[src/rtl/tff_bank_ctrl_if.sv]
// Command/status bundle between the lab top-level and the TFF bank sequencer.
// The master drives commands and configuration; the slave (the sequencer)
// reports busy/done back.
interface tff_bank_ctrl_if #(
    parameter int N     = 4,
    parameter int DIV_W = 8
);
    logic             clr;
    logic             start;
    logic             stop;
    logic             load;
    logic             dir;
    logic             wrap;
    logic [DIV_W-1:0] div;
    logic [N-1:0]     load_val;
    logic [N-1:0]     limit;
    logic             busy;
    logic             done;

    modport master (
        output clr, start, stop, load, dir, wrap, div, load_val, limit,
        input  busy, done
    );

    modport slave (
        input  clr, start, stop, load, dir, wrap, div, load_val, limit,
        output busy, done
    );
endinterface

[src/rtl/tff_bank_ctrl.sv]
// Sequencer for a bank of N toggle flip-flops used as a counter.
// The T vector is combinational so the bank toggles on the same edge on which
// the controller changes state. Counting happens by toggling exactly the bits
// that change between q and the next value.
module tff_bank_ctrl #(
    parameter int N     = 4,
    parameter int DIV_W = 8
) (
    input  logic                 clk,
    input  logic                 rst,
    tff_bank_ctrl_if.slave       ctl,
    input  logic [N-1:0]         q,
    output logic [N-1:0]         t,
    output logic                 tff_rstn
);

    localparam logic [1:0] ST_IDLE = 2'd0;
    localparam logic [1:0] ST_RUN  = 2'd1;
    localparam logic [1:0] ST_DONE = 2'd2;

    logic [1:0]       state_r;
    logic [1:0]       state_nxt_s;
    logic [DIV_W-1:0] presc_r;
    logic [DIV_W-1:0] presc_nxt_s;
    logic [N-1:0]     t_s;
    logic             tick_s;
    logic             busy_r;
    logic             done_r;

    // Up count: bit i toggles when every lower bit is 1.
    function automatic logic [N-1:0] up_vec(input logic [N-1:0] qv);
        logic [N-1:0] v;
        logic         carry;
        carry = 1'b1;
        for (int i = 0; i < N; i++) begin
            v[i]  = carry;
            carry = carry & qv[i];
        end
        return v;
    endfunction

    // Down count: bit i toggles when every lower bit is 0.
    function automatic logic [N-1:0] down_vec(input logic [N-1:0] qv);
        logic [N-1:0] v;
        logic         borrow;
        borrow = 1'b1;
        for (int i = 0; i < N; i++) begin
            v[i]   = borrow;
            borrow = borrow & ~qv[i];
        end
        return v;
    endfunction

    assign tick_s = (presc_r == ctl.div);

    // Next state, prescaler and T vector, honouring rst > clr > stop > load > start.
    always_comb begin
        state_nxt_s = state_r;
        presc_nxt_s = presc_r;
        t_s         = {N{1'b0}};
        if (rst || ctl.clr) begin
            state_nxt_s = ST_IDLE;
            presc_nxt_s = {DIV_W{1'b0}};
        end else begin
            case (state_r)
                ST_IDLE: begin
                    presc_nxt_s = {DIV_W{1'b0}};
                    if (ctl.stop) begin
                        state_nxt_s = ST_IDLE;
                    end else if (ctl.load) begin
                        t_s = q ^ ctl.load_val;
                    end else if (ctl.start) begin
                        state_nxt_s = ST_RUN;
                    end else begin
                        state_nxt_s = ST_IDLE;
                    end
                end
                ST_RUN: begin
                    if (ctl.stop) begin
                        state_nxt_s = ST_IDLE;
                        presc_nxt_s = {DIV_W{1'b0}};
                    end else if (tick_s) begin
                        presc_nxt_s = {DIV_W{1'b0}};
                        if (q != ctl.limit) begin
                            t_s = ctl.dir ? up_vec(q) : down_vec(q);
                        end else if (ctl.wrap) begin
                            t_s = q ^ ctl.load_val;
                        end else begin
                            state_nxt_s = ST_DONE;
                        end
                    end else begin
                        presc_nxt_s = presc_r + {{(DIV_W-1){1'b0}}, 1'b1};
                    end
                end
                ST_DONE: begin
                    state_nxt_s = ST_IDLE;
                    presc_nxt_s = {DIV_W{1'b0}};
                end
                default: begin
                    state_nxt_s = ST_IDLE;
                    presc_nxt_s = {DIV_W{1'b0}};
                end
            endcase
        end
    end

    // State, prescaler and status flag registers.
    always_ff @(posedge clk) begin
        if (rst) begin
            state_r <= ST_IDLE;
            presc_r <= {DIV_W{1'b0}};
            busy_r  <= 1'b0;
            done_r  <= 1'b0;
        end else begin
            state_r <= state_nxt_s;
            presc_r <= presc_nxt_s;
            busy_r  <= (state_nxt_s == ST_RUN);
            done_r  <= (state_nxt_s == ST_DONE);
        end
    end

    assign t        = t_s;
    assign tff_rstn = ~(rst | ctl.clr);
    assign ctl.busy = busy_r;
    assign ctl.done = done_r;

endmodule
[src/flat_wrapper.sv]
// flat-port wrapper written by rule: the top's interface ports become plain ports
module tff_bank_ctrl_flat 
#(
    parameter int N     = 4,
    parameter int DIV_W = 8
)
  (clk, rst, q, t, tff_rstn, ctl_clr, ctl_start, ctl_stop, ctl_load, ctl_dir, ctl_wrap, ctl_div, ctl_load_val, ctl_limit, ctl_busy, ctl_done);
  tff_bank_ctrl_if #(.N(N), .DIV_W(DIV_W)) ctl_i ();
  input  logic clk;
  input  logic rst;
  input  logic [N-1:0] q;
  output logic [N-1:0] t;
  output logic tff_rstn;
  input wire logic [$bits(ctl_i.clr)-1:0] ctl_clr;
  input wire logic [$bits(ctl_i.start)-1:0] ctl_start;
  input wire logic [$bits(ctl_i.stop)-1:0] ctl_stop;
  input wire logic [$bits(ctl_i.load)-1:0] ctl_load;
  input wire logic [$bits(ctl_i.dir)-1:0] ctl_dir;
  input wire logic [$bits(ctl_i.wrap)-1:0] ctl_wrap;
  input wire logic [$bits(ctl_i.div)-1:0] ctl_div;
  input wire logic [$bits(ctl_i.load_val)-1:0] ctl_load_val;
  input wire logic [$bits(ctl_i.limit)-1:0] ctl_limit;
  output wire logic [$bits(ctl_i.busy)-1:0] ctl_busy;
  output wire logic [$bits(ctl_i.done)-1:0] ctl_done;
  assign ctl_i.clr = ctl_clr;
  assign ctl_i.start = ctl_start;
  assign ctl_i.stop = ctl_stop;
  assign ctl_i.load = ctl_load;
  assign ctl_i.dir = ctl_dir;
  assign ctl_i.wrap = ctl_wrap;
  assign ctl_i.div = ctl_div;
  assign ctl_i.load_val = ctl_load_val;
  assign ctl_i.limit = ctl_limit;
  assign ctl_busy = ctl_i.busy;
  assign ctl_done = ctl_i.done;
  tff_bank_ctrl #(.N(N), .DIV_W(DIV_W)) u_core (.clk(clk), .rst(rst), .ctl(ctl_i), .q(q), .t(t), .tff_rstn(tff_rstn));
endmodule
[config.mk]
export PLATFORM = sky130hd
export DESIGN_NAME = tff_bank_ctrl_flat
export DESIGN_NICKNAME = d
export VERILOG_FILES = /design/src/rtl/tff_bank_ctrl_if.sv /design/src/rtl/tff_bank_ctrl.sv /design/src/flat_wrapper.sv
export SDC_FILE = /design/constraint.sdc
export NUM_CORES = 1
export LEC_CHECK = 0
export ABC_CLOCK_PERIOD_IN_PS = 1500
export CORE_MARGIN = 5
export CORE_UTILIZATION = 37
export DETAILED_ROUTE_END_ITERATION = 12
export GPL_ROUTABILITY_DRIVEN = 0
export PLACE_DENSITY = 0.74
export SYNTH_ARGS = -nofsm -noshare
export SYNTH_HDL_FRONTEND = slang
export SYNTH_SLANG_ARGS = --single-unit
[constraint.sdc]
create_clock -name clk -period 1.5 [get_ports clk]
set_input_delay 0.3 -clock clk [delete_from_list [all_inputs] [get_ports clk]]
set_output_delay 0.3 -clock clk [all_outputs]
set_load 0.05 [all_outputs]
==> results of run 1 <==
metrics by stage:
stage                util  area [sq um]  total power, mW  hold slack [ps]
finish              0.766          1650            0.841              522
global route        0.766          1650            0.885              547
CTS                 0.746          1600            0.837              527
detailed placement  0.685          1470            0.568              516
global placement    0.685          1470            0.562              501
floorplan               -           870            0.426              377
area by class of cell:
| cell class | count | area (sq um) |
|---|---|---|
| fillers | 148 | 503 |
| flip-flops and latches | 12 | 245 |
| well taps | 28 | 35.0 |
| repair buffers | 61 | 603 |
| inverters | 2 | 7.51 |
| multi-input cells | 77 | 718 |
| clock buffers | 4 | 36.3 |
layer usage:
| metal | track usage | vias to the layer above | share of wire | routed length (microns) |
|---|---|---|---|---|
| met5 | 0 | - | 0 | 0 |
| met4 | 0.0397 | 0 | 0.028 | 79 |
| met3 | 0.0575 | 11 | 0.067 | 186 |
| met2 | 0.325 | 35 | 0.53 | 1470 |
| met1 | 0.188 | 448 | 0.37 | 1030 |
| li1 | - | 448 | - | - |
registers in the layout, summed over array words and instances, names as in the netlist:
signal / count
u_core.ctl.busy: 1
u_core.ctl.done: 1
u_core.presc_r: 8
u_core.state_r: 2
how the worst max path moves through the flow:
stage                                 startpoint  endpoint  depth (start not counted)
floorplan           u_core.presc_r[5]$_SDFF_PP0_      t[0]                          5
global placement                        ctl_stop      t[0]                          7
detailed placement                      ctl_stop      t[0]                          7
CTS                 u_core.presc_r[5]$_SDFF_PP0_      t[0]                          7
global route        u_core.presc_r[5]$_SDFF_PP0_      t[2]                          7
finish              u_core.presc_r[5]$_SDFF_PP0_      t[0]                          7
timing repair:
| action | 4_1_cts | 5_1_grt |
|---|---|---|
| pin swaps | 26 | 15 |
| setup buffers | 5 | 2 |
| gates resized for setup | 32 | 9 |
| setup endpoints to repair | 17 | 11 |
report_power, final:
group          internal (mW)  switching [mW]
Sequential             0.319        0.000823
Combinational          0.140           0.123
Clock                  0.148           0.110
Total                  0.607           0.233
kinds of logic (layout without fill, tap and decap cells):
logic type                 after synthesis  count (layout)  share of synthesized area
AOI/OAI and AO/OA                        9               9                     0.0877
and+or+nand+nor                         41              41                      0.288
DFF                                     12              12                      0.295
muxes                                    3               3                     0.0369
xor gates and xnor gates                23              23                      0.257
adders and majority gates                1               1                     0.0154
buffers and inverters                    4              67                     0.0200
tightest hold or removal path: stages, from the launching register on:
cell	delay, ps
dfxtp_2	340
buf_4	110
nor2_1	40
layout by cell type, fill, tap and decap left out, types with 6 or more instances in the layout:
cell type,count
dlygate4sd2_1,16
nand2_1,6
xnor2_1,10
buf_12,7
xor2_1,6
dfxtp_1,8
xnor2_2,6
clkdlybuf4s50_1,10
nor2_1,7
buf_4,25
synthesized netlist by cell type:
library cell | number | area (sq um)
xor2_1 | 7 | 61.3
a31oi_1 | 2 | 12.5
nor2_1 | 13 | 48.8
buf_1 | 1 | 3.75
and2_1 | 2 | 12.5
nand2_1 | 7 | 26.3
nor3_1 | 2 | 10.0
o31ai_4 | 1 | 21.3
buf_2 | 1 | 5.00
mux2i_1 | 3 | 30.0
dfxtp_1 | 12 | 240
inv_1 | 1 | 3.75
inv_2 | 1 | 3.75
or3_1 | 1 | 6.26
nand4_1 | 2 | 12.5
or2_4 | 1 | 8.76
a21oi_1 | 3 | 15.0
ha_1 | 1 | 12.5
xnor2_2 | 1 | 16.3
xnor2_1 | 15 | 131
and3_1 | 2 | 12.5
a22oi_1 | 3 | 22.5
nor3_2 | 1 | 10.0
nand4_4 | 1 | 21.3
nor4_1 | 3 | 18.8
nand3_1 | 4 | 20.0
nor3b_4 | 1 | 18.8
nand3b_1 | 1 | 7.51
==> Flow_metrics.wiki, run 1 <==
{| class="wikitable"
! Metric !! Value
|-
| Run status || finished, violations left
|-
| Violations in the final reports || setup timing
|-
| Worst slew margin || 0.825
|-
| Total setup violations reported at the end of the flow || 16
|-
| Critical register-to-register path endpoint || u_core.ctl.busy$_SDFF_PP0_
|-
| Worst hold path startpoint || u_core.presc_r[0]$_SDFF_PP0_
|-
| Peak clock frequency supported by timing || 480 MHz
|-
| Net Count, Synth || 122
|-
| Final WL || 2.78 mm
|-
| Synthesis Warnings || 0
|-
| DRT iter0 DRCs || 16
|-
| Biggest cell delay along the critical path || 340 ps
|-
| Power density relative to cell area || 511 nW/um^2
|-
| Total of max-cap violations || 0
|-
| Clock tree root buffer cell || clkbuf_4
|-
| Die span in x || 56.9 microns
|-
| Fraction of the cycle the final worst path needs || 1.39
|-
| Depth of the CTS H-tree || 1
|-
| Worst-path maximum fanout || 3
|-
| Remaining DRCs || 0
|-
| Source-to-sink clock delay at the later pin of the worst-skew pair || 280 ps
|-
| Number of sinks driven by the clock tree || 12
|-
| Average via count per standard cell || 5.12
|-
| Antenna diode count || 0
|-
| Total negative slack || -2990 ps
|-
| Final Hold Violating Endpoints || 0
|-
| Port bufs || 34
|-
| Clock input transition at the sequential cells of the worst setup and hold paths || 70 ps
|-
| Combined global-route utilization of all metal layers || 0.175
|-
| Area added between synthesis and finish || 102%
|-
| Setup repair after global routing missed its margin || true
|-
| Count of non-filler cells in the finished layout || 184
|-
| Placed cells || 175
|-
| Startpoint types || flip-flop
|-
| Wire length of the first global-routing pass || 4.33 mm
|-
| Layout cell share with drive strength beyond 1 || 0.468
|-
| CP top delay family || simple AND/OR/NAND/NOR gates
|-
| Worst endpoint data arrival time || 1780 ps
|-
| Number of global-route vias before repair || 928
|-
| Category of the critical setup timing path || reg -> out
|-
| Initial standard-cell utilization of the core || 0.379
|-
| Core Area || 2150 sq um
|-
| Largest net degree at the start of global routing || 9
|-
| R2r startpoint || u_core.presc_r[5]$_SDFF_PP0_
|-
| Number of cell rows || 17
|-
| Post-CTS Hold Fix Bufs || 0
|-
| Clock tree from TritonCTS || built
|-
| Number of cells on the worst reg-to-reg path || 6
|-
| Initial antenna violation count || 0
|-
| Antenna Violating Nets Remaining || 0
|-
| Number of slew-limit violations in the final report || 0
|-
| CP Data Required Time || 1200 ps
|-
| Number of cells on the worst hold path || 2
|-
| Unique masters post-synth || 28
|-
| Number of top-level design ports || 35
|-
| Fin crit period || 2080 ps
|-
| Worst IR drop on VDD || 0.561 mV
|-
| Critical path cell sequence || xnor2_1, nand4_1, nor3_4, buf_6, nand2_4, a31oi_4, buf_12
|-
| Setup slack of the worst register-to-register path || -170 ps
|-
| Critical Path Sink Type || output port
|-
| Register area share after synthesis || 0.295
|-
| Placement-stage worst setup slack || -764 ps
|-
| Y dimension of the die || 56.9 microns
|-
| Aggregate global routing overflow || 0
|-
| First-pass DRT Iterations || 4
|-
| Fin worst setup slack || -584 ps
|-
| Synth Cell Area || 813 sq um
|-
| Static leakage power || 0.654 nW
|-
| Syn Inst Count || 93
|-
| Post-Route Skew || 1.84 ps
|-
| Worst min-delay path endpoint || u_core.presc_r[0]$_SDFF_PP0_
|-
| Clock buffers created by TritonCTS || 3
|-
| Slowest cell on the critical path || dfxtp_2
|-
| Clock Tree Buf Depth || 2
|-
| Avg Cell Area, Syn || 8.74 sq um
|-
| Post-detailed-placement half-perimeter wirelength || 1.95 mm
|-
| Slew of the pin with the lowest slew margin || 261 ps
|-
| Total Nets Final || 186
|-
| Die area || 3240 sq um
|-
| Flop and latch count out of synthesis || 12
|-
| Buf/Inv on CP || 2
|-
| Wirelength per Cell || 15.1 microns
|-
| Worst hold path type || reg -> reg
|-
| Overall via count from detail_route || 942
|}
Power figures use the tool's default switching activity.
==> run 2, diff against run 1 <==
- PLACE_DENSITY: 0.74 -> 0.81
- SETUP_SLACK_MARGIN: default -> 0.2
==> Flow_metrics.wiki, run 2 (same netlist as run 1, synthesis figures left out) <==
{| class="wikitable"
! Metric !! Value
|-
| Run status || finished, violations left
|-
| Violations in the final reports || setup timing
|-
| Overall power || 0.788 mW (-6.3%)
|-
| Worst slew margin || 0.818 (-0.00651)
|-
| R2r startpoint || u_core.presc_r[5]$_SDFF_PP0_
|-
| Setup slack of the worst register-to-register path || 70 ps (+240 ps)
|-
| Layout cell share with drive strength beyond 1 || 0.564 (+0.0962)
|-
| Number of slew-limit violations in the final report || 0 (unchanged)
|-
| Worst hold path type || reg -> reg
|-
| Busiest metal layer after global routing || met2
|-
| Number of global-route vias before repair || 1,063 (+15%)
|-
| Die span in x || 56.9 microns (unchanged)
|-
| Critical Path Sink Type || output port
|-
| Setup repair after global routing missed its margin || true
|-
| Critical register-to-register path endpoint || u_core.ctl.busy$_SDFF_PP0_
|-
| Clock buffers created by TritonCTS || 3 (unchanged)
|-
| Aggregate global routing overflow || 0 (unchanged)
|-
| Placed cells || 174 (-0.57%)
|-
| Die area || 3240 sq um (unchanged)
|-
| Y dimension of the die || 56.9 microns (unchanged)
|-
| Worst endpoint data arrival time || 1770 ps (about the same)
|-
| Wire length of the first global-routing pass || 5.08 mm (+17%)
|-
| First-pass DRT Iterations || 4 (unchanged)
|-
| Count of non-filler cells in the finished layout || 184 (unchanged)
|-
| Clock tree root buffer cell || clkbuf_4
|-
| Source-to-sink clock delay at the later pin of the worst-skew pair || 270 ps (about the same)
|-
| Port bufs || 34 (unchanged)
|-
| Antenna diode count || 0 (unchanged)
|-
| Fin worst setup slack || -569 ps (+15.5 ps)
|-
| Overall via count from detail_route || 926 (-1.7%)
|-
| Total Nets Final || 187 (+0.54%)
|-
| DRT iter0 DRCs || 20 (+4)
|-
| Post-detailed-placement half-perimeter wirelength || 1.95 mm (about the same)
|-
| Remaining DRCs || 0 (unchanged)
|-
| Number of sinks driven by the clock tree || 12 (unchanged)
|-
| Initial antenna violation count || 0 (unchanged)
|-
| Total of max-cap violations || 0 (unchanged)
|-
| Worst min-delay path endpoint || u_core.presc_r[0]$_SDFF_PP0_
|-
| Area occupied by multi-input gates || 785 sq um (+9.2%)
|-
| Fraction of the cycle the final worst path needs || 1.38 (-0.0103)
|-
| Area added between synthesis and finish || 112%
|-
| Post-CTS Hold Fix Bufs || 0 (unchanged)
|-
| Met3 layer usage reported by global route || 0.0506 (-0.00690)
|-
| Clock tree from TritonCTS || built
|-
| Average via count per standard cell || 5.03 (-1.7%)
|-
| Final Hold Violating Endpoints || 0 (unchanged)
|-
| Fin crit period || 2070 ps (-15.5 ps)
|-
| Worst hold path startpoint || u_core.presc_r[0]$_SDFF_PP0_
|-
| Total setup violations reported at the end of the flow || 4 (-12)
|-
| Power density relative to cell area || 458 nW/um^2 (-10%)
|-
| Number of top-level design ports || 35 (unchanged)
|-
| Startpoint types || flip-flop
|-
| Initial standard-cell utilization of the core || 0.379 (unchanged)
|-
| Most frequent standard cell in the layout excluding fill and tap cells || buf_4
|-
| Number of cell rows || 17 (unchanged)
|-
| Wirelength per Cell || 16.2 microns (+7.2%)
|-
| Post-Route Skew || 0.324 ps (-1.52 ps)
|-
| Leading cell types in the layout, fill and taps excluded || 22 x buf_4, 19 x dlygate4sd2_1, 9 x xnor2_2, 9 x dfxtp_2, 8 x clkdlybuf4s50_1
|-
| Antenna Violating Nets Remaining || 0 (unchanged)
|-
| Leading registers by flop count || u_core.presc_r: 8 flops, u_core.state_r: 2 flops
|-
| Largest net degree at the start of global routing || 9 (unchanged)
|-
| Clock Tree Buf Depth || 2 (unchanged)
|-
| Category of the critical setup timing path || reg -> out
|-
| Slew of the pin with the lowest slew margin || 273 ps (+12.2 ps)
|-
| Number of cells on the worst reg-to-reg path || 5 (-1)
|-
| Static leakage power || 0.676 nW (+3.4%)
|-
| Depth of the CTS H-tree || 1 (unchanged)
|-
| Worst IR drop on VDD || 0.553 mV (-1.5%)
|-
| Fraction of met1 tracks used by global routing || 0.202 (+0.0144)
|-
| Number of cells on the worst hold path || 2 (unchanged)
|-
| CP Data Required Time || 1200 ps (about the same)
|-
| Register containing the most flip-flops in the final layout || u_core.presc_r
|-
| Worst-path maximum fanout || 3 (unchanged)
|-
| Clock input transition at the sequential cells of the worst setup and hold paths || 60 ps (about the same)
|-
| Met2 global-route usage || 0.393 (+0.0685)
|-
| Fill cells || 142 (-4.1%)
|-
| Sequential cell area || 251 sq um (+2.6%)
|-
| Peak clock frequency supported by timing || 483 MHz (+0.75%)
|-
| Combined global-route utilization of all metal layers || 0.205 (+0.0302)
|-
| Final WL || 2.98 mm (+7.2%)
|-
| Largest register FFs || 8 (unchanged)
|-
| Core Area || 2150 sq um (unchanged)
|}
[run 2: cell count changes in the layout (fill, tap and decap cells not counted), sizes merged]
cell           before  now
dlymetal6s2s        1    0
dlygate4sd2        16   19
clkbuf              4    3
buf                34   35
clkdlybuf4s50      10    8
[run 2: worst max-delay path: stages, from the launching register on]
cell and delay [ps]:
dfxtp_2 340, xnor2_2 140, nand4_1 180, nor3_4 300
buf_6 140, a22oi_2 100, nor2_4 150, buf_12 140
[run 2: layout make-up]
cell class	count	share of cell area
clock buffer	3	0.0131
inverter	2	0.00436
multi-input combinational	77	0.456
sequential	12	0.146
tap	28	0.0204
timing repair buffer	62	0.360
[run 2: repair_timing]
action | 4_1_cts | 5_1_grt
buffers inserted | 7 | 0
setup endpoints to repair | 17 | 16
resized for setup | 45 | 14
pin swaps | 24 | 21
[run 2: metrics by stage]
stage,setup TNS [ps],worst slack [ps],util,hold slack (ps),instance area (sq um)
6_report,-2180,-569,0.801,536,1720
5_1_grt,-2570,-667,0.801,556,1720
4_1_cts,-2150,-546,0.769,515,1650
2_1_floorplan,-727,-193,-,377,875
3_3_place_gp,-6930,-652,0.684,500,1470
3_5_place_dp,-7520,-705,0.684,503,1470
[run 2: worst max-delay path by stage]
stage / from / to / slack [ps] / cells after the start
after floorplan: u_core.presc_r[5]$_SDFF_PP0_ / t[0] / -190 / 5
after global placement: ctl_div[3] / t[0] / -650 / 7
after detailed placement: ctl_div[3] / t[0] / -710 / 7
after CTS: u_core.presc_r[5]$_SDFF_PP0_ / t[0] / -550 / 7
after global routing: u_core.presc_r[4]$_SDFF_PP0_ / t[2] / -670 / 7
final: u_core.presc_r[5]$_SDFF_PP0_ / t[2] / -570 / 7
[run 2: where the power goes]
group / total (mW) / switching [mW] / leakage, nW / internal, mW
clock: 0.190 / 0.0970 / 0.0138 / 0.0930
sequential: 0.321 / 0.00120 / 0.101 / 0.319
combinational: 0.277 / 0.132 / 0.561 / 0.145
[run 2: per-layer routing]
metal,part of all wire,up-vias
met5,0,-
met4,0.033,0
met3,0.063,8
met2,0.54,38
met1,0.36,433
li1,-,447
==> run 3, diff against run 2 <==
- SLEW_MARGIN: default -> 20
==> results of run 3 <==
No change in the layout: final DEF, timing and power equal those of run 2.
